[src/rtl/riscv_inst_fetch_if.sv]
// rtl/riscv_inst_fetch_if.sv - instruction-memory read port between fetch unit and memory
interface riscv_inst_fetch_if;
  logic        o_MemReq;
  logic [31:0] o_MemAddr;
  logic        i_MemAck;
  logic [31:0] i_MemData;

  modport master (output o_MemReq, output o_MemAddr, input i_MemAck, input i_MemData);
  modport slave  (input o_MemReq, input o_MemAddr, output i_MemAck, output i_MemData);
endinterface

[src/rtl/riscv_inst_fetch.sv]
// rtl/riscv_inst_fetch.sv - multi-cycle RISC-V instruction fetch unit with IR and misalign trap
module riscv_inst_fetch #(
  parameter logic [31:0] P_RESET_PC = 32'h0000_0000,
  parameter logic [31:0] P_NOP      = 32'h0000_0013
) (
  input  logic                      i_Clk,
  input  logic                      i_Rst,
  riscv_inst_fetch_if.master        mem,
  input  logic                      i_Advance,
  input  logic                      i_PcLoad,
  input  logic [31:0]               i_PcTarget,
  output logic [31:0]               o_Inst,
  output logic [6:0]                o_OpCode,
  output logic [31:0]               o_Pc,
  output logic                      o_InstValid,
  output logic                      o_Busy,
  output logic                      o_MisalignErr
);

  typedef enum logic [1:0] {S_FETCH, S_VALID, S_ERR} state_t;

  state_t      state, state_d;
  logic [31:0] pc;
  logic [31:0] next_pc;
  logic        misaligned;

  always_ff @(posedge i_Clk) begin
    if (i_Rst) state <= S_FETCH;
    else       state <= state_d;
  end

  always_comb begin
    state_d    = state;
    next_pc    = i_PcLoad ? i_PcTarget : pc + 32'd4;
    misaligned = (next_pc[1:0] != 2'b00);
    case (state)
      S_FETCH: if (mem.i_MemAck) state_d = S_VALID;
      S_VALID: if (i_Advance)    state_d = misaligned ? S_ERR : S_FETCH;
      default: state_d = state;
    endcase
  end

  // PC only moves on a clean advance, so a trap leaves the faulting PC visible
  always_ff @(posedge i_Clk) begin
    if (i_Rst) begin
      pc            <= P_RESET_PC;
      o_Inst        <= P_NOP;
      o_Pc          <= P_RESET_PC;
      o_InstValid   <= 1'b0;
      o_MisalignErr <= 1'b0;
    end else begin
      case (state)
        S_FETCH: begin
          if (mem.i_MemAck) begin
            o_Inst      <= mem.i_MemData;
            o_Pc        <= pc;
            o_InstValid <= 1'b1;
          end
        end
        S_VALID: begin
          if (i_Advance) begin
            o_InstValid <= 1'b0;
            if (misaligned) o_MisalignErr <= 1'b1;
            else            pc <= next_pc;
          end
        end
        default: ;
      endcase
    end
  end

  assign mem.o_MemReq  = (state == S_FETCH);
  assign mem.o_MemAddr = pc;
  assign o_Busy        = (state == S_FETCH);
  assign o_OpCode      = o_Inst[6:0];

endmodule

[src/flat_wrapper.sv]
// flat-port wrapper written by rule: the top's interface ports become plain ports
module riscv_inst_fetch_flat 
#(
  parameter logic [31:0] P_RESET_PC = 32'h0000_0000,
  parameter logic [31:0] P_NOP      = 32'h0000_0013
)
  (i_Clk, i_Rst, i_Advance, i_PcLoad, i_PcTarget, o_Inst, o_OpCode, o_Pc, o_InstValid, o_Busy, o_MisalignErr, mem_o_MemReq, mem_o_MemAddr, mem_i_MemAck, mem_i_MemData);
  riscv_inst_fetch_if mem_i ();
  input  logic i_Clk;
  input  logic i_Rst;
  input  logic i_Advance;
  input  logic i_PcLoad;
  input  logic [31:0] i_PcTarget;
  output logic [31:0] o_Inst;
  output logic [6:0] o_OpCode;
  output logic [31:0] o_Pc;
  output logic o_InstValid;
  output logic o_Busy;
  output logic o_MisalignErr;
  output wire logic [$bits(mem_i.o_MemReq)-1:0] mem_o_MemReq;
  output wire logic [$bits(mem_i.o_MemAddr)-1:0] mem_o_MemAddr;
  input wire logic [$bits(mem_i.i_MemAck)-1:0] mem_i_MemAck;
  input wire logic [$bits(mem_i.i_MemData)-1:0] mem_i_MemData;
  assign mem_o_MemReq = mem_i.o_MemReq;
  assign mem_o_MemAddr = mem_i.o_MemAddr;
  assign mem_i.i_MemAck = mem_i_MemAck;
  assign mem_i.i_MemData = mem_i_MemData;
  riscv_inst_fetch #(.P_RESET_PC(P_RESET_PC), .P_NOP(P_NOP)) u_core (.i_Clk(i_Clk), .i_Rst(i_Rst), .mem(mem_i), .i_Advance(i_Advance), .i_PcLoad(i_PcLoad), .i_PcTarget(i_PcTarget), .o_Inst(o_Inst), .o_OpCode(o_OpCode), .o_Pc(o_Pc), .o_InstValid(o_InstValid), .o_Busy(o_Busy), .o_MisalignErr(o_MisalignErr));
endmodule
[config.mk]
export PLATFORM = sky130hd
export DESIGN_NAME = riscv_inst_fetch_flat
export DESIGN_NICKNAME = d
export VERILOG_FILES = /design/src/rtl/riscv_inst_fetch_if.sv /design/src/rtl/riscv_inst_fetch.sv /design/src/flat_wrapper.sv
export SDC_FILE = /design/constraint.sdc
export NUM_CORES = 1
export LEC_CHECK = 0
export CAP_MARGIN = 20
export CORE_MARGIN = 5
export CORE_UTILIZATION = 44
export DETAILED_ROUTE_END_ITERATION = 7
export GPL_ROUTABILITY_DRIVEN = 0
export PLACE_DENSITY = 0.91
export RECOVER_POWER = 50
export SLEW_MARGIN = 20
export SYNTH_ARGS = -nofsm -noshare
export SYNTH_HDL_FRONTEND = slang
export SYNTH_SLANG_ARGS = --single-unit
[constraint.sdc]
create_clock -name i_Clk -period 3.1 [get_ports i_Clk]
set_clock_uncertainty 0.05 [all_clocks]
set_input_delay 0.62 -clock i_Clk [delete_from_list [all_inputs] [get_ports i_Clk]]
set_output_delay 0.62 -clock i_Clk [all_outputs]
set_load 0.02 [all_outputs]
[Yosys cells after proc, flatten, opt, wreduce, memory -nomap -nowiden]
Index checks and enable logic that the tools add are counted.
Operators by class
  add/sub/neg operators: 1
  equality and inequality tests: 3
  mux-type cells: 8
  reductions and logical operators: 7
  bitwise gates (word level): 1
Operators by type and width (count)
  32-bit by 3-bit adder with 32-bit output, second input constant: 1
  32-bit 2-to-1 mux: 1
  3-bit AND reduction: 3
  2-bit 2-to-1 mux: 3
  2-bit one-hot mux with 2 select lines: 1
  2-bit nonzero test: 2
  2-bit by 1-bit == test with 1-bit output, second input constant: 1
  2-bit zero test: 1
  1-bit 2-to-1 mux: 2
  2-bit by 1-bit inequality test with 1-bit output, second input constant: 1
  2-bit inequality test, second input constant: 1
  1-bit one-hot mux with 2 select lines: 1
  2-bit AND reduction: 1
  1-bit inverter: 1
Storage, ports and cells
  logic and storage cells: 26
  output and inout bits: 107
  input bits: 69
  register bits after elaboration: 100

[Logic depth before layout (Yosys ltp)]
Gate-level depths: netlist of run 1.
  depth after elaboration: 6
  gate-level depth with buffers: 6
  depth with buffers taken out: 5

[Least setup slack after synthesis of run 1]
OpenSTA, ideal clock, no wires.
  kind: reg-to-reg
  start: reg u_core.pc[2], in the netlist u_core.mem.o_MemAddr[2]
  end: reg u_core.pc[26], in the netlist u_core.mem.o_MemAddr[26]
  period minus slack after synthesis: 2.377 ns
  required time: 2.976 ns
  arrival: 2.252 ns
  cell stages (with the launch flop): 7
  path buffers: 1
  slack: 0.723 ns
  path through: dfxtp_1 ha_1 nand4_4 or4_1 buf_2 or4_1 a31oi_1
On the way
  word-level cells in the longest chain between the ends: 2
RTL lines
  start, declared: line riscv_inst_fetch.sv:23  | logic [31:0] pc;
  start signal, assigned: line riscv_inst_fetch.sv:64  | else pc <= next_pc;
  32-bit by 3-bit adder with 32-bit output: line riscv_inst_fetch.sv:34  | next_pc = i_PcLoad ? i_PcTarget : pc + 32'd4;
  32-bit 2-to-1 mux: line riscv_inst_fetch.sv:34
Every way passes these cells.
A chain may end at the register's enable or synchronous reset.

[Worst setup path after layout of run 1]
  start: in mem_i_MemAck
  end: reg u_core.o_Inst[18]
On the way
  word-level cells in the longest chain between the ends: 1
RTL lines
  start, declared: line flat_wrapper.sv:22  | input wire logic [$bits(mem_i.i_MemAck)-1:0] mem_i_MemAck;
  2-bit AND reduction (no line)
  end signal, assigned: line riscv_inst_fetch.sv:55  | o_Inst <= mem.i_MemData;
  end, declared: line riscv_inst_fetch.sv:12  | output logic [31:0] o_Inst,
Every way passes these cells.

==> flow_results.xml, run 1 <==
<?xml version="1.0" encoding="UTF-8"?>
<metrics>
  <group name="critical_path">
    <metric name="cp_endpoint_kind" unit="">register</metric>
    <metric name="critPathMostFrequentCell" unit="">nand2_1</metric>
    <metric name="critical-path-max-stage-delay" unit="ps">750</metric>
    <metric name="critical_path.slowest_cell" unit="">clkbuf_2</metric>
    <metric name="critPathKind" unit="">in2reg</metric>
    <metric name="worstSetupPathDepth" unit="">5</metric>
    <metric name="path_buf_inv" unit="">2</metric>
    <metric name="critical_path.top_delay_family" unit="">buffers and inverters</metric>
    <metric name="cp-start-kind" unit="">primary input</metric>
    <metric name="path_cells" unit="">dlygate4sd3_1 &gt; nand2_1 &gt; clkbuf_2 &gt; nand2_1 &gt; a21oi_1</metric>
    <metric name="cp_max_fo" unit="">39</metric>
    <metric name="crit_required" unit="ps">3360</metric>
    <metric name="cp.arrival" unit="ps">2930</metric>
    <metric name="worst-r2r-cell-count" unit="">5</metric>
  </group>
  <group name="synth">
    <metric name="postSynthCellCount" unit="">604</metric>
    <metric name="post-synth-top-area-cell" unit="">dfxtp_1</metric>
    <metric name="yosys_warnings" unit="">0</metric>
    <metric name="synth-edff-count" unit="">0</metric>
    <metric name="synth_flop_cell" unit="">dfxtp_1</metric>
    <metric name="synth-seq-area-share" unit="%">43.0</metric>
    <metric name="syn-cell-area" unit="um2">4610</metric>
    <metric name="ffs_latches_synth" unit="">99</metric>
    <metric name="syn_avg_cell_area" unit="um2">7.64</metric>
    <metric name="synthArstFlopShare" unit="%">0</metric>
    <metric name="synth_top_area_share" unit="%">43.0</metric>
    <metric name="yosys.cell_types.count" unit="">54</metric>
    <metric name="yosys-top-cells-area" unit="">dfxtp_1 (43%), nand2_1 (13%), a21oi_1 (8.4%), nand4_1 (3.7%), clkbuf_1 (2.7%)</metric>
    <metric name="syn_nets" unit="">674</metric>
  </group>
  <group name="global_routing">
    <metric name="globalRoute.totalOverflow" unit="">0</metric>
    <metric name="track_usage" unit="%">23.6</metric>
    <metric name="largest_net_degree_at_the_start_of_global_routing" unit="">43</metric>
    <metric name="grt_first_pass_wirelength" unit="um">24700</metric>
    <metric name="via_count_of_the_first_global_routing_pass" unit="">4925</metric>
    <metric name="grt_antenna_before_repair" unit="">0</metric>
  </group>
  <group name="floorplanning">
    <metric name="pin_count" unit="">176</metric>
    <metric name="die_h" unit="um">112</metric>
    <metric name="floorplan.die_area" unit="um2">12600</metric>
    <metric name="std_cell_rows" unit="">37</metric>
    <metric name="floorplan.die.width" unit="um">112</metric>
    <metric name="start_util" unit="%">44.9</metric>
    <metric name="design.core.area" unit="um2">10300</metric>
  </group>
  <group name="finish">
    <metric name="drive_above_1_share" unit="%">5.45</metric>
    <metric name="mostFrequentLayoutCells" unit="">nand2_1 (158), clkdlybuf4s50_1 (135), dfxtp_1 (99)</metric>
    <metric name="layout.nets" unit="">817</metric>
    <metric name="num_antenna_cells" unit="">0</metric>
    <metric name="mostFrequentLayoutCell" unit="">nand2_1</metric>
    <metric name="synthToLayoutAreaGrowth" unit="%">42.2</metric>
    <metric name="stdcell_count" unit="">888</metric>
  </group>
  <group name="route">
    <metric name="drt-total-wl" unit="um">15400</metric>
    <metric name="post_drt_wl_per_cell" unit="um">17.3</metric>
    <metric name="drt_drc_violations_left" unit="">0</metric>
    <metric name="drt-initial-drc-count" unit="">727</metric>
    <metric name="post_drt_via_cell_ratio" unit="">5.82</metric>
    <metric name="route.vias.total" unit="">5164</metric>
    <metric name="drt.antenna.violating_nets" unit="">0</metric>
    <metric name="detailedRoute.firstPassIterationCount" unit="">6</metric>
  </group>
  <group name="clock_tree">
    <metric name="clk_path_buf_depth" unit="">2</metric>
    <metric name="clock_sink_count" unit="">99</metric>
    <metric name="cts.hold.buffers_added" unit="">0</metric>
    <metric name="worst_setup_hold_path_clk_slew" unit="ps">100</metric>
    <metric name="htree_levels" unit="">3</metric>
    <metric name="clock_root_buffer" unit="">clkbuf_8</metric>
    <metric name="tritoncts" unit="">built</metric>
    <metric name="postCtsSetupBuffers" unit="">0</metric>
    <metric name="cts_inserted_buffers" unit="">9</metric>
    <metric name="postCtsResizedCells" unit="">0</metric>
    <metric name="clk-insertion-delay-late" unit="ps">370</metric>
  </group>
  <group name="power_and_ir_drop">
    <metric name="leakagePower" unit="nW">2.30</metric>
    <metric name="p_per_area" unit="nW/um2">400</metric>
    <metric name="ir_drop" unit="uV">249</metric>
  </group>
  <group name="timing">
    <metric name="worst_slew_margin_rel" unit="%">36.7</metric>
    <metric name="hold_violations" unit="">0</metric>
    <metric name="min_period_over_period" unit="%">86.1</metric>
    <metric name="finalMaxSlewViolations" unit="">0</metric>
    <metric name="setup_repair_after_global_routing_missed_its_margin" unit="">no</metric>
    <metric name="finalWorstPathRequiredPeriod" unit="ps">2670</metric>
    <metric name="maxClockFrequency" unit="MHz">375</metric>
    <metric name="worst-slew-pin-transition" unit="ps">941</metric>
    <metric name="final.setup.tns" unit="ps">0</metric>
    <metric name="final-setup-viol-count" unit="">0</metric>
  </group>
  <group name="placement">
    <metric name="dp.final_hpwl" unit="um">11100</metric>
    <metric name="placed_cells_incl_taps" unit="">872</metric>
    <metric name="port_buffers" unit="">175</metric>
  </group>
  <group name="hold_path">
    <metric name="hold_class" unit="">reg2reg</metric>
    <metric name="hold_depth" unit="">2</metric>
  </group>
  <group name="status">
    <metric name="outcome" unit="">finished clean</metric>
  </group>
  <group name="run">
    <metric name="cap_viol_max_count" unit="">0</metric>
  </group>
</metrics>
worst register-to-register path, cell delays in order (launching register included):
cell     delay (ps)
dfxtp_1         490
ha_1            380
nand4_4         180
or4_1           710
or4_1           560
a31oi_1         160
state kept, by name, indices dropped and copies added, names as in the netlist:
register	count
u_core.state	2
u_core.o_Pc	32
u_core.mem.o_MemAddr	32
u_core.o_MisalignErr	1
u_core.o_Inst	32
synthesized netlist by cell type, types with 5 or more instances:
cell	instances
a21oi_1	77
a21boi_0	6
inv_1	11
or4_1	6
a21o_1	5
nor3_1	9
a31oi_1	8
nor4_1	14
nor2_1	18
buf_4	8
buf_1	9
o211ai_1	10
a22oi_1	7
mux2i_1	5
clkbuf_1	33
nand3_1	14
and3_1	5
dfxtp_1	99
nand4_1	27
o21ai_0	11
nand2_1	158
layout make-up:
type                            count  area (um2)
Clock buffer                        9         124
Clock inverter                      7        51.3
Fill cell                         889        3710
Inverter                           11        41.3
Multi-Input combinational cell    440        2360
Sequential cell                    99        1980
Tap cell                          136         170
Timing Repair Buffer              186        1840
logic make-up after synthesis:
kind of cell,Yosys count,share of synthesized area [%]
adders and majority gates,1,0.271
and+or+nand+nor,279,28.6
DFF,99,43.0
AOI/OAI and AO/OA,155,21.0
buffers and inverters,65,6.05
muxes,5,1.08
power by group:
group / switching (W) / leakage, nW / internal (W)
registers: 0.0000448 / 0.804 / 0.00132
logic: 0.000262 / 1.41 / 0.000222
clock network: 0.000480 / 0.0860 / 0.000296
layer usage:
metal | global-route usage [%] | wire (um) | part of all wire [%] | vias up
met4 | 8.09 | 425 | 2.8 | 0
li1 | - | - | - | 2424
met3 | 5.66 | 1490 | 9.7 | 50
met1 | 30.6 | 6110 | 40 | 2371
met2 | 38.5 | 7380 | 48 | 319
met5 | 0 | 0 | 0 | -
metrics by stage:
step | hold slack, ps | power (W) | utilization, % | cell area, um2 | worst slack (ps)
2_1_floorplan | 415 | 0.00163 | - | 4610 | 723
3_3_place_gp | 390 | 0.00187 | 62.3 | 6410 | 552
3_5_place_dp | 397 | 0.00188 | 62.3 | 6410 | 458
4_1_cts | 411 | 0.00264 | 64.0 | 6580 | 520
5_1_grt | 427 | 0.00273 | 63.9 | 6560 | 215
6_report | 405 | 0.00262 | 63.9 | 6560 | 431
final timing paths:
kind | to | slack (ps) | startpoint
worst max-delay path | u_core.o_Inst[18] | 430 | mem_i_MemAck
worst min-delay path | u_core.o_Inst[13] | 410 | u_core.o_Inst[13]
worst max register to register | u_core.mem.o_MemAddr[26] | 500 | u_core.mem.o_MemAddr[3]
worst min register to register | u_core.o_Inst[13] | 410 | u_core.o_Inst[13]
(Power assumes the default switching activity.)
==> inputs of run 2 (changes only) <==
Settings changed: SETUP_SLACK_MARGIN set to 0.5.
==> run 2 against run 1 <==
Net effect: via count shrank 0.25%; register-to-register slack better by 170 ps; highest routed layer unchanged; largest cell class unchanged; clock power hardly changed.
==> flow_results.xml, run 2 (synthesis results as in run 1) <==
<?xml version="1.0" encoding="UTF-8"?>
<metrics>
  <group name="critical_path">
    <metric name="critical_path.top_delay_family" unit="">buffers and inverters</metric>
    <metric name="cp_max_fo" unit="">29</metric>
    <metric name="cp.arrival" unit="ps">2690</metric>
    <metric name="critical_path.slowest_cell" unit="">dlygate4sd3_1</metric>
    <metric name="path_buf_inv" unit="">2</metric>
    <metric name="cp-start-kind" unit="">primary input</metric>
    <metric name="crit_required" unit="ps">3320</metric>
    <metric name="cp_endpoint_kind" unit="">register</metric>
    <metric name="path_cells" unit="">dlygate4sd3_1 &gt; or3b_2 &gt; a21oi_2 &gt; buf_4 &gt; a21oi_1 &gt; a311oi_1</metric>
    <metric name="critPathKind" unit="">in2reg</metric>
    <metric name="critical-path-max-stage-delay" unit="ps">540</metric>
  </group>
  <group name="clock_tree">
    <metric name="clock_root_buffer" unit="">clkbuf_8</metric>
    <metric name="clk_path_buf_depth" unit="">2</metric>
    <metric name="clock_sink_count" unit="">99</metric>
    <metric name="cts.hold.buffers_added" unit="">0</metric>
    <metric name="htree_levels" unit="">3</metric>
    <metric name="cts_inserted_buffers" unit="">9</metric>
    <metric name="clk-insertion-delay-late" unit="ps">370</metric>
    <metric name="tritoncts" unit="">built</metric>
    <metric name="worst_setup_hold_path_clk_slew" unit="ps">100</metric>
  </group>
  <group name="finish">
    <metric name="synthToLayoutAreaGrowth" unit="%">42.7</metric>
    <metric name="total_area_of_sequential_cells" unit="um2">1980</metric>
    <metric name="mostFrequentLayoutCell" unit="">nand2_1</metric>
    <metric name="mostFrequentLayoutCells" unit="">nand2_1 (158), clkdlybuf4s50_1 (135), dfxtp_1 (99)</metric>
    <metric name="num-fill-cells" unit="">888</metric>
    <metric name="drive_above_1_share" unit="%">5.72</metric>
    <metric name="area_used_by_multi_input_combinational_logic" unit="um2">2360</metric>
    <metric name="layout.nets" unit="">817</metric>
    <metric name="num_antenna_cells" unit="">0</metric>
  </group>
  <group name="timing">
    <metric name="setup_repair_after_global_routing_missed_its_margin" unit="">no</metric>
    <metric name="maxClockFrequency" unit="MHz">404</metric>
    <metric name="finalMaxSlewViolations" unit="">0</metric>
    <metric name="final.setup.tns" unit="ps">0</metric>
    <metric name="finalWorstPathRequiredPeriod" unit="ps">2480</metric>
    <metric name="postLayoutSetupSlackWorst" unit="ps">624</metric>
    <metric name="min_period_over_period" unit="%">79.9</metric>
    <metric name="final-setup-viol-count" unit="">0</metric>
    <metric name="hold_violations" unit="">0</metric>
    <metric name="worst-slew-pin-transition" unit="ps">991</metric>
    <metric name="worst_slew_margin_rel" unit="%">33.3</metric>
  </group>
  <group name="floorplanning">
    <metric name="floorplan.die_area" unit="um2">12600</metric>
    <metric name="die_h" unit="um">112</metric>
    <metric name="design.core.area" unit="um2">10300</metric>
    <metric name="start_util" unit="%">44.9</metric>
    <metric name="pin_count" unit="">176</metric>
    <metric name="std_cell_rows" unit="">37</metric>
    <metric name="floorplan.die.width" unit="um">112</metric>
  </group>
  <group name="route">
    <metric name="drt_drc_violations_left" unit="">0</metric>
    <metric name="drt-total-wl" unit="um">15400</metric>
    <metric name="post_drt_via_cell_ratio" unit="">5.80</metric>
    <metric name="drt.antenna.violating_nets" unit="">0</metric>
    <metric name="detailedRoute.firstPassIterationCount" unit="">5</metric>
    <metric name="drt-initial-drc-count" unit="">804</metric>
    <metric name="post_drt_wl_per_cell" unit="um">17.3</metric>
    <metric name="route.vias.total" unit="">5151</metric>
  </group>
  <group name="power_and_ir_drop">
    <metric name="p_per_area" unit="nW/um2">399</metric>
    <metric name="ir_drop" unit="uV">252</metric>
    <metric name="leakagePower" unit="nW">2.31</metric>
  </group>
  <group name="global_routing">
    <metric name="globalRoute.totalOverflow" unit="">0</metric>
    <metric name="via_count_of_the_first_global_routing_pass" unit="">4925</metric>
    <metric name="grt_first_pass_wirelength" unit="um">24700</metric>
    <metric name="track_usage" unit="%">23.6</metric>
    <metric name="grt_antenna_before_repair" unit="">0</metric>
    <metric name="largest_net_degree_at_the_start_of_global_routing" unit="">43</metric>
  </group>
  <group name="run">
    <metric name="cap_viol_max_count" unit="">0</metric>
  </group>
  <group name="placement">
    <metric name="preCtsSetupSlack" unit="ps">458</metric>
    <metric name="dp.final_hpwl" unit="um">11100</metric>
    <metric name="port_buffers" unit="">175</metric>
  </group>
  <group name="hold_path">
    <metric name="hold_class" unit="">reg2reg</metric>
  </group>
  <group name="status">
    <metric name="outcome" unit="">finished clean</metric>
  </group>
</metrics>
[run 2: cell count changes in the layout (fill, tap and decap cells not counted), sizes merged]
cell / before / now
buf: 12 / 13
clkbuf: 10 / 9
[run 2: metal layers]
metal | GRT usage, % | vias to the layer above | share of wire (%)
li1 | - | 2429 | -
met1 | 30.6 | 2365 | 40
met2 | 38.5 | 311 | 48
met3 | 5.66 | 46 | 9.6
met4 | 8.09 | 0 | 2.7
met5 | 0 | - | 0
[run 2: per-stage QoR]
step	total power, W	instance area [um2]	hold WS (ps)	utilization (%)	std cells
global placement	0.00187	6410	390	62.3	872
CTS	0.00264	6580	411	64.0	888
floorplan	0.00163	4610	415	-	604
finish	0.00263	6590	405	64.1	888
global route	0.00273	6590	427	64.1	888
detailed placement	0.00188	6410	397	62.3	872
[run 2: worst paths after layout]
kind / to / cells after the start / slack (ps) / from
setup / recovery: u_core.mem.o_MemAddr[2] / 6 / 620 / i_PcTarget[1]
hold / removal: u_core.o_Inst[13] / 2 / 410 / u_core.o_Inst[13]
setup reg to reg: u_core.mem.o_MemAddr[19] / 4 / 670 / u_core.mem.o_MemAddr[10]
hold reg to reg: u_core.o_Inst[13] / 2 / 410 / u_core.o_Inst[13]
[run 2: power breakdown]
group,internal (W),total (W),switching [W]
Clock,0.000296,0.000774,0.000478
Sequential,0.00132,0.00136,0.0000447
Combinational,0.000226,0.000489,0.000263
Total,0.00184,0.00263,0.000786
[run 2: timing repair]
action / 4_1_cts / 5_1_grt
buffers inserted: 0 / 0
gates resized for setup: 0 / 2
endpoints found under the setup margin: 0 / 3
[run 2: worst register-to-register path, stage by stage, from the launching register on]
cell and delay [ps]:
dfxtp_1 500, nand4_1 380, nor4_1 950, a2111oi_0 230, nand3b_1 220
[run 2: cell type report]
type                       instances  area share (%)
clock buffer                       9            1.88
clock inverter                     7           0.779
inverter                          11           0.627
multi-input combinational        440            35.9
sequential                        99            30.1
tap                              136            2.58
timing repair buffer             186            28.1
==> inputs of run 3 (changes only) <==
Clock period 3.1 ns to 2.4 ns, I/O delays scaled along.
==> run 3 against run 2 <==
Net effect: global-route usage increased by 0.26 points; sequential power increased by 29%; via count increased by 4.1%; total power increased by 36%; critical endpoint is now u_core.o_Pc[28]; largest cell class unchanged; final area increased by 1.7%; critical path type unchanged; highest routed layer unchanged.
==> flow_results.xml, run 3 (synthesis results as in run 1) <==
<?xml version="1.0" encoding="UTF-8"?>
<metrics>
  <group name="status">
    <metric name="outcome" unit="">finished clean</metric>
  </group>
  <group name="floorplanning">
    <metric name="start_util" unit="%">44.9</metric>
    <metric name="floorplan.die.width" unit="um">112</metric>
    <metric name="pin_count" unit="">176</metric>
    <metric name="std_cell_rows" unit="">37</metric>
    <metric name="floorplan.die_area" unit="um2">12600</metric>
    <metric name="die_h" unit="um">112</metric>
    <metric name="design.core.area" unit="um2">10300</metric>
  </group>
  <group name="timing">
    <metric name="min_period_over_period" unit="%">81.0</metric>
    <metric name="worst-slew-pin-transition" unit="ps">1050</metric>
    <metric name="final.setup.tns" unit="ps">0</metric>
    <metric name="setup_repair_after_global_routing_missed_its_margin" unit="">yes</metric>
    <metric name="worst_slew_margin_rel" unit="%">30.0</metric>
    <metric name="final-setup-viol-count" unit="">0</metric>
    <metric name="finalWorstPathRequiredPeriod" unit="ps">1940</metric>
    <metric name="hold_violations" unit="">0</metric>
    <metric name="finalMaxSlewViolations" unit="">0</metric>
    <metric name="hold_ws" unit="ps">408</metric>
    <metric name="maxClockFrequency" unit="MHz">514</metric>
  </group>
  <group name="power_and_ir_drop">
    <metric name="p_per_area" unit="nW/um2">534</metric>
    <metric name="ir_drop" unit="uV">340</metric>
    <metric name="leakagePower" unit="nW">2.49</metric>
  </group>
  <group name="critical_path">
    <metric name="cp-start-kind" unit="">primary input</metric>
    <metric name="cp_max_fo" unit="">24</metric>
    <metric name="cp.arrival" unit="ps">2200</metric>
    <metric name="worst-r2r-cell-count" unit="">5</metric>
    <metric name="crit_required" unit="ps">2660</metric>
    <metric name="cp_endpoint_kind" unit="">register</metric>
    <metric name="regToRegStartpoint" unit="">u_core.mem.o_MemAddr[2]</metric>
    <metric name="ff2ff_setup_slack" unit="ps">460</metric>
    <metric name="reg2reg_to" unit="">u_core.mem.o_MemAddr[26]</metric>
    <metric name="critPathKind" unit="">in2reg</metric>
  </group>
  <group name="clock_tree">
    <metric name="cts.hold.buffers_added" unit="">0</metric>
    <metric name="tritoncts" unit="">built</metric>
    <metric name="clock_sink_count" unit="">99</metric>
    <metric name="htree_levels" unit="">3</metric>
    <metric name="cts_inserted_buffers" unit="">9</metric>
    <metric name="clock_root_buffer" unit="">clkbuf_8</metric>
    <metric name="worst_setup_hold_path_clk_slew" unit="ps">90</metric>
    <metric name="clk_path_buf_depth" unit="">2</metric>
    <metric name="clk-insertion-delay-late" unit="ps">370</metric>
  </group>
  <group name="run">
    <metric name="cap_viol_max_count" unit="">0</metric>
  </group>
  <group name="route">
    <metric name="drt.antenna.violating_nets" unit="">0</metric>
    <metric name="drt_drc_violations_left" unit="">0</metric>
    <metric name="drt-initial-drc-count" unit="">653</metric>
    <metric name="post_drt_via_cell_ratio" unit="">5.79</metric>
    <metric name="detailedRoute.firstPassIterationCount" unit="">6</metric>
    <metric name="drt-total-wl" unit="um">16000</metric>
    <metric name="post_drt_wl_per_cell" unit="um">17.2</metric>
    <metric name="route.vias.total" unit="">5362</metric>
  </group>
  <group name="finish">
    <metric name="num-fill-cells" unit="">876</metric>
    <metric name="mostFrequentLayoutCells" unit="">nand2_1 (157), clkdlybuf4s50_1 (87), dfxtp_1 (82)</metric>
    <metric name="synthToLayoutAreaGrowth" unit="%">45.1</metric>
    <metric name="num_antenna_cells" unit="">0</metric>
    <metric name="mostFrequentLayoutCell" unit="">nand2_1</metric>
    <metric name="total_area_of_sequential_cells" unit="um2">2010</metric>
    <metric name="layout.nets" unit="">855</metric>
    <metric name="drive_above_1_share" unit="%">13.8</metric>
    <metric name="stdcell_count" unit="">926</metric>
    <metric name="area_used_by_multi_input_combinational_logic" unit="um2">2450</metric>
  </group>
  <group name="global_routing">
    <metric name="grt_first_pass_wirelength" unit="um">25100</metric>
    <metric name="grt_antenna_before_repair" unit="">0</metric>
    <metric name="via_count_of_the_first_global_routing_pass" unit="">5015</metric>
    <metric name="largest_net_degree_at_the_start_of_global_routing" unit="">41</metric>
    <metric name="globalRoute.totalOverflow" unit="">0</metric>
    <metric name="track_usage" unit="%">23.8</metric>
  </group>
  <group name="placement">
    <metric name="port_buffers" unit="">175</metric>
    <metric name="dp.final_hpwl" unit="um">11300</metric>
    <metric name="placed_cells_incl_taps" unit="">894</metric>
  </group>
  <group name="hold_path">
    <metric name="hold_depth" unit="">2</metric>
    <metric name="hp-start" unit="">u_core.o_Inst[11]</metric>
    <metric name="min_to" unit="">u_core.o_Inst[11]</metric>
    <metric name="hold_class" unit="">reg2reg</metric>
  </group>
</metrics>
==> run 3: cell types whose count changed in the layout (fill, tap and decap cells not counted), sizes merged, moves of 34 or more <==
cell           before  now
clkdlybuf4s50     135   87
clkbuf              9   57
buf                13   47
dlygate4sd2         0   40
dlygate4sd3        38    1
==> run 3: critical path, cell delays in order <==
cell and delay (ps):
clkdlybuf4s50_1 490, and2_2 150, clkbuf_1 770, nand2_1 140, a21oi_1 160
==> run 3: routing by layer <==
layer / GRT usage (%) / part of all wire (%) / wire length, um
met4: 8.09 / 2.6 / 415
met2: 38.9 / 48 / 7720
met1: 30.9 / 40 / 6370
met3: 5.82 / 9.1 / 1460
met5: 0 / 0 / 0
==> run 3: repair_timing <==
item | in CTS | in global routing
buffers inserted | 7 | 8
pin swaps | 4 | 5
resized for setup | 52 | 67
gates cloned | 0 | 1
endpoints found under the setup margin | 59 | 66
==> run 3: power breakdown <==
group | leakage [nW] | switching, W | internal, W
logic | 1.56 | 0.000354 | 0.000251
registers | 0.814 | 0.0000515 | 0.00170
clock network | 0.110 | 0.000599 | 0.000622
total | 2.49 | 0.00100 | 0.00257
==> run 3: how the worst max path moves through the flow <==
stage                                   startpoint                  endpoint  cells after the start
final                                 mem_i_MemAck           u_core.o_Pc[28]                      5
after CTS                  u_core.mem.o_MemAddr[2]  u_core.mem.o_MemAddr[26]                      5
after global routing               u_core.state[0]           u_core.o_Pc[27]                      5
after detailed placement             i_PcTarget[1]   u_core.mem.o_MemAddr[2]                      6
after global placement               i_PcTarget[1]  u_core.mem.o_MemAddr[30]                      5
after floorplan           u_core.mem.o_MemAddr[10]  u_core.mem.o_MemAddr[20]                      5
==> run 3: final cells by class <==
type / instances / share of cell area [%]
Multi-Input combinational cell: 440 / 36.6
Sequential cell: 99 / 30.0
Timing Repair Buffer: 224 / 26.9
Tap cell: 136 / 2.54
Clock buffer: 11 / 2.11
Clock inverter: 5 / 1.27
Inverter: 11 / 0.616
==> run 3: per-stage QoR <==
step | total power (W) | area (um2) | worst slack, ps | utilization (%)
after floorplan | 0.00211 | 4650 | 319 | -
after global placement | 0.00242 | 6570 | 69.5 | 63.9
after detailed placement | 0.00244 | 6570 | 19.6 | 63.9
after CTS | 0.00363 | 6820 | 408 | 66.4
after global routing | 0.00373 | 6700 | 250 | 65.2
final | 0.00358 | 6700 | 455 | 65.2
